`config.mk`:
```
export PLATFORM = sky130hd
export DESIGN_NAME = icache_mem_responder
export DESIGN_NICKNAME = d
export VERILOG_FILES = /design/src/rtl/icache_mem_responder.sv
export SDC_FILE = /design/constraint.sdc
export NUM_CORES = 1
export LEC_CHECK = 0
export CORE_MARGIN = 2
export CORE_UTILIZATION = 50
export CTS_CLUSTER_SIZE = 14
export DETAILED_ROUTE_END_ITERATION = 8
export PLACE_DENSITY = 0.88
export SLEW_MARGIN = 20
export SYNTH_ARGS = -nofsm -noshare
export SYNTH_HDL_FRONTEND = slang
export SYNTH_SLANG_ARGS = --single-unit
```
`constraint.sdc`:
```
create_clock -name clk -period 2.9 [get_ports clk]
set_input_delay 0.435 -clock clk [delete_from_list [all_inputs] [get_ports clk]]
set_output_delay 0.435 -clock clk [all_outputs]
set_load 0.05 [all_outputs]
```
`src/rtl/icache_mem_responder.sv`:
```
// icache_mem_responder
//   Memory-side responder for the instruction-cache miss interface. Block
//   refill requests are queued in a small FIFO and served one at a time. Each
//   block is read word by word from a backing-memory read port, assembled in a
//   block buffer, and returned as a single response beat. Responses leave in
//   request order.
//
// Ports
//   clk, rst_n        clock, asynchronous active-low reset
//   req_*             refill request (valid/ready, source, address)
//   rsp_*             refill response (valid/ready, source, block address, block data)
//   mem_rd_*          backing-memory word read: request (valid/ready/addr),
//                     in-order data return (rvalid/rdata)
//   err_o             sticky flag: read data returned when none was outstanding
module icache_mem_responder #(
  parameter int XLEN       = 32,
  parameter int BLOCKWORDS = 8,
  parameter int SRC_BITS   = 3,
  parameter int REQ_DEPTH  = 4
) (
  input  logic                       clk,
  input  logic                       rst_n,
  input  logic                       req_valid_i,
  output logic                       req_ready_o,
  input  logic [SRC_BITS-1:0]        req_source_i,
  input  logic [XLEN-1:0]            req_addr_i,
  output logic                       rsp_valid_o,
  input  logic                       rsp_ready_i,
  output logic [SRC_BITS-1:0]        rsp_source_o,
  output logic [XLEN-1:0]            rsp_addr_o,
  output logic [BLOCKWORDS*XLEN-1:0] rsp_data_o,
  output logic                       mem_rd_valid_o,
  input  logic                       mem_rd_ready_i,
  output logic [XLEN-1:0]            mem_rd_addr_o,
  input  logic                       mem_rd_rvalid_i,
  input  logic [XLEN-1:0]            mem_rd_rdata_i,
  output logic                       err_o
);

  localparam int CW   = $clog2(BLOCKWORDS) + 1;       // counter width, holds 0..BLOCKWORDS
  localparam int WIDX = $clog2(BLOCKWORDS);           // word index width
  localparam int PW   = $clog2(REQ_DEPTH);            // FIFO pointer width
  localparam int OFF  = $clog2(BLOCKWORDS * XLEN / 8); // byte offset bits inside a block
  localparam int BSH  = $clog2(XLEN / 8);             // byte offset bits inside a word

  localparam logic [1:0] S_IDLE = 2'd0;
  localparam logic [1:0] S_FILL = 2'd1;
  localparam logic [1:0] S_RESP = 2'd2;

  // ---------------------------------------------------------------- request FIFO
  logic [SRC_BITS-1:0] fifo_src_q  [REQ_DEPTH];
  logic [XLEN-1:0]     fifo_base_q [REQ_DEPTH];
  logic [PW-1:0]       wr_ptr_q, rd_ptr_q;
  logic [PW:0]         count_q;
  logic                full, empty, push, pop;
  logic [1:0]          state_q, state_d;

  assign full        = (count_q == (PW+1)'(REQ_DEPTH));
  assign empty       = (count_q == '0);
  // Ready comes only from the registered count: no bypass when full.
  assign req_ready_o = !full;
  assign push        = req_valid_i && !full;
  assign pop         = (state_q == S_IDLE) && !empty;

  // Storage needs no reset: entries are only read when the count says valid.
  always_ff @(posedge clk) begin
    if (push) begin
      fifo_src_q[wr_ptr_q]  <= req_source_i;
      fifo_base_q[wr_ptr_q] <= {req_addr_i[XLEN-1:OFF], {OFF{1'b0}}};
    end
  end

  always_ff @(posedge clk or negedge rst_n) begin
    if (!rst_n) begin
      wr_ptr_q <= '0;
      rd_ptr_q <= '0;
      count_q  <= '0;
    end else begin
      if (push) wr_ptr_q <= wr_ptr_q + PW'(1);
      if (pop)  rd_ptr_q <= rd_ptr_q + PW'(1);
      case ({push, pop})
        2'b10:   count_q <= count_q + (PW+1)'(1);
        2'b01:   count_q <= count_q - (PW+1)'(1);
        default: count_q <= count_q;
      endcase
    end
  end

  // ---------------------------------------------------------------- fill engine
  logic [CW-1:0]       issue_cnt_q, ret_cnt_q;
  logic [SRC_BITS-1:0] src_q;
  logic [XLEN-1:0]     base_q;
  logic                err_q;
  logic                in_fill, issue, ret_ok, ret_bad, last_ret;

  assign in_fill  = (state_q == S_FILL);
  assign issue    = mem_rd_valid_o && mem_rd_ready_i;
  // A return is only usable while filling and while a word slot is still open.
  assign ret_ok   = in_fill && mem_rd_rvalid_i && (ret_cnt_q != CW'(BLOCKWORDS));
  assign ret_bad  = mem_rd_rvalid_i && !ret_ok;
  assign last_ret = ret_ok && (ret_cnt_q == CW'(BLOCKWORDS - 1));

  assign mem_rd_valid_o = in_fill && (issue_cnt_q < CW'(BLOCKWORDS));
  // Word address wraps modulo 2^XLEN by plain truncating addition.
  assign mem_rd_addr_o  = in_fill ? (base_q + (XLEN'(issue_cnt_q) << BSH)) : '0;

  assign rsp_valid_o  = (state_q == S_RESP);
  assign rsp_source_o = src_q;
  assign rsp_addr_o   = base_q;
  assign err_o        = err_q;

  always_comb begin
    state_d = state_q;
    case (state_q)
      S_IDLE:  if (!empty)     state_d = S_FILL;
      S_FILL:  if (last_ret)   state_d = S_RESP;
      S_RESP:  if (rsp_ready_i) state_d = S_IDLE;
      default: state_d = S_IDLE;
    endcase
  end

  always_ff @(posedge clk or negedge rst_n) begin
    if (!rst_n) begin
      state_q     <= S_IDLE;
      issue_cnt_q <= '0;
      ret_cnt_q   <= '0;
      src_q       <= '0;
      base_q      <= '0;
      err_q       <= 1'b0;
    end else begin
      state_q <= state_d;
      if (pop) begin
        src_q       <= fifo_src_q[rd_ptr_q];
        base_q      <= fifo_base_q[rd_ptr_q];
        issue_cnt_q <= '0;
        ret_cnt_q   <= '0;
      end else begin
        if (issue)  issue_cnt_q <= issue_cnt_q + CW'(1);
        if (ret_ok) ret_cnt_q   <= ret_cnt_q + CW'(1);
      end
      if (ret_bad) err_q <= 1'b1;
    end
  end

  // One register per block word; returned data lands in slot ret_cnt.
  for (genvar gi = 0; gi < BLOCKWORDS; gi++) begin : g_word
    logic [XLEN-1:0] word_q;
    always_ff @(posedge clk or negedge rst_n) begin
      if (!rst_n) begin
        word_q <= '0;
      end else if (ret_ok && (ret_cnt_q[WIDX-1:0] == WIDX'(gi))) begin
        word_q <= mem_rd_rdata_i;
      end
    end
    assign rsp_data_o[gi*XLEN +: XLEN] = word_q;
  end

endmodule

```
==> impl_metrics.toml <==
[yosys]
ys_seq_area_share_pct = 67.13
synth_area_um2 = 16700
synthCells = 1043
synth.avg_cell_area_um2 = 16.01
synth-seq-cells = 424
synth_top_area_share_pct = 45.55
ys_async_sr_fraction_pct = 71.70
synth_edf_count = 120
synth_cell_types = 49
synth_warnings = 0
yosys-top-cells-area = "dfrtp_1 (46%), edfxtp_1 (22%), mux2_2 (17%)"
synth_top_area_cell = "dfrtp_1"
synthFlopType = "dfrtp_1"

[timing]
setup_violations = 3
period_needed_ns = 2.909
worst_pin_slew_ns = 0.6431
finalCritPeriodShare_pct = 100.3
finClkSkew_ns = 0.02436
setup_ws_ns = -0.008567
fmax_mhz = 343.8
slew_violations = 0
hold_viol_final = 0
rsz0062_at_grt = "true"
maxSlewHeadroom_pct = 56.99

[die]
ios = 400
coreArea_um2 = 32700
die_area_um2 = 34880
dieWidth_um = 186.8
die_h_um = 186.8
rows = 66
initial_core_util_pct = 51.07

[global_route]
grt_pass1_wl_um = 70790
antenna_found_initial = 5
grt_pass1_vias = 11430
gr-total-overflow = 0
grt_max_degree = 81
grt_usage_pct = 26.56

[place]
dp_cells = 1858
port_buffers = 387
place_ws_ns = 0.2005
dpl_cell_area_um2 = 21450
place_congestion = 0.9005
detailed_place_hpwl_um = 31070

[worst_setup_path]
path_cells = "ha_4 -> ha_4 -> and3_4 -> nand4_4 -> buf_6 -> or3_4 -> a21oi_4 -> buf_12"
critPathMaxStageDelay_ns = 0.42
cp_data_required_time_ns = 2.47
slowest_stage = "dfrtp_1"
cp-startpoint = "rsp_addr_o[5]$_DFFE_PN0P_"
r2r-start = "ret_cnt_q[0]$_DFFE_PN0P_"
crit_top_cell = "ha_4"
crit_type = "reg -> out"
crit_arrival_ns = 2.47
path_buf_inv = 2
cp_max_fo = 7
start_kind = "flip-flop"
crit_family = "simple AND/OR/NAND/NOR gates"
end_kind = "output port"

[run_status]
outcome = "finished with violations"
violations = "negative setup slack"

[cells_and_area]
fillerInstances = 2037
final_common_cell = "clkdlybuf4s50_1"
nets = 1557
layout_common_cells = "clkdlybuf4s50_1 (360), dfrtp_1 (295), mux2_2 (251)"
drive_gt1_share_pct = 30.85
multi_input_area_um2 = 5301
stdcell_count = 1948
final_area_um2 = 23040
syn2layout_area_growth_pct = 37.97
seqCellArea_um2 = 11220

[clock_tree]
clock-sinks = 424
path_clk_slew_ns = 0.06
cts_tree = "built"
cts_max_path_buffers = 3
clockRootBuffer = "clkbuf_16"
htree_levels = 2
clock_latency_ns = 0.55
cts_made_buffers = 43

[route]
ant_nets = 0
vias = 10870
drt_iter0_markers = 641
drt-total-wl_um = 46400
first_pass_iters = 5
avgRoutedWirePerCell_um = 23.82
drc = 0
vias_per_cell = 5.578

[pwr]
power_density_nw_per_um2 = 582.6
p_leak_nw = 10.20
ir_drop_mv = 0.6738

[worst_hold_path]
hold_start = "err_o$_DFFE_PN0P_"
hold_path.class = "reg -> reg"

[job]
maxCapViolations = 0
-- power breakdown --
group	internal, mW	total (mW)	switching, mW
registers	6.59	6.73	0.141
clock network	3.25	5.53	2.27
logic	0.432	1.17	0.734
total	10.3	13.4	3.15
-- cells in the mapped netlist (2+ instances only) --
master    number
nor4_1         2
buf_2         27
o31ai_1        4
nand4_4        2
edfxtp_1     120
mux4_2        30
or3_1         10
buf_6          4
and3_1         8
a21oi_1       14
dfrtp_1      304
clkbuf_1      13
nand3_1       12
nand4_1        4
nand2_1      103
or4_1          4
nor2_1        19
and4_4         2
ha_1          14
nor3_1         3
nand3_2        2
mux2_1         7
inv_1         14
and4_1         2
buf_4          9
xnor2_1       12
mux2_2       251
xor2_1         8
and2_1         6
o21ai_0       14
-- path summary, 6_finish.rpt --
path | end | slack, ns | cells after the start
worst max-delay path | mem_rd_addr_o[27] | -0.009 | 8
worst min-delay path | err_o$_DFFE_PN0P_ | 0.46 | 1
min in group asynchronous | g_word[6].word_q[28]$_DFFE_PN0P_ | 0.48 | 2
worst min register to register | err_o$_DFFE_PN0P_ | 0.46 | 1
max in group asynchronous | g_word[1].word_q[15]$_DFFE_PN0P_ | 1.64 | 3
worst max register to register | g_word[1].word_q[28]$_DFFE_PN0P_ | 0.60 | 7
-- through the flow --
step / TNS (ns) / hold slack [ns] / utilization [%] / total power [mW]
floorplan: 0 / 0.1394 / - / 7.389
global placement: 0 / 0.4534 / 65.58 / 7.913
detailed placement: 0 / 0.4529 / 65.58 / 7.989
CTS: 0 / 0.4688 / 70.29 / 13.53
global route: -0.2710 / 0.4853 / 70.45 / 13.89
finish: -0.01659 / 0.4609 / 70.46 / 13.42
-- routing by layer --
metal | part of all wire [%] | track usage [%] | routed length, um
met5 | 0 | 0 | 0
met4 | 5.7 | 13.77 | 2646
met3 | 6.2 | 5.134 | 2866
met2 | 51 | 46.07 | 23680
met1 | 37 | 31.59 | 17210
-- cells by family after synthesis --
group | after synthesis | synth area share (%)
other | 1 | 0.02246
muxes | 289 | 21.50
adders and majority gates | 15 | 1.169
DFF | 424 | 67.13
buffers and inverters | 68 | 2.113
and+or+nand+nor | 187 | 5.582
xor gates and xnor gates | 20 | 1.049
AOI/OAI and AO/OA | 39 | 1.431
-- worst reg2reg max path, stage by stage, from the launching register on --
cell	delay [ns]
dfrtp_1	0.41
inv_1	0.08
ha_1	0.24
nand2_1	0.12
o211a_4	0.22
nand3_2	0.41
buf_12	0.35
mux2_1	0.33
-- final cells by class --
| type | instances | area share (%) |
|---|---|---|
| clock inverters | 19 | 0.9775 |
| flip-flops and latches | 424 | 48.70 |
| clock buffers | 58 | 5.175 |
| inverters | 15 | 0.2444 |
| multi-input cells | 557 | 23.01 |
| well taps | 442 | 2.400 |
| diodes | 5 | 0.05430 |
| repair buffers | 428 | 19.44 |
-- timing repair --
item,in CTS,in global routing
gates resized for setup,13,15
hold buffers,1,0
endpoints found under the hold margin,73,0
setup buffers,6,1
cloned,0,0
setup endpoints to repair,11,8
pin swaps,4,8
-- state kept, by name, summed over array words and instances (netlist names) --
register and cells:
count_q 3, state_q 2, rsp_addr_o 27, fifo_src_q 12, g_word.word_q 256, issue_cnt_q 4
fifo_base_q 108, rsp_source_o 3, ret_cnt_q 4, rd_ptr_q 2, err_o 1, wr_ptr_q 2
(Power assumes the default switching activity.)
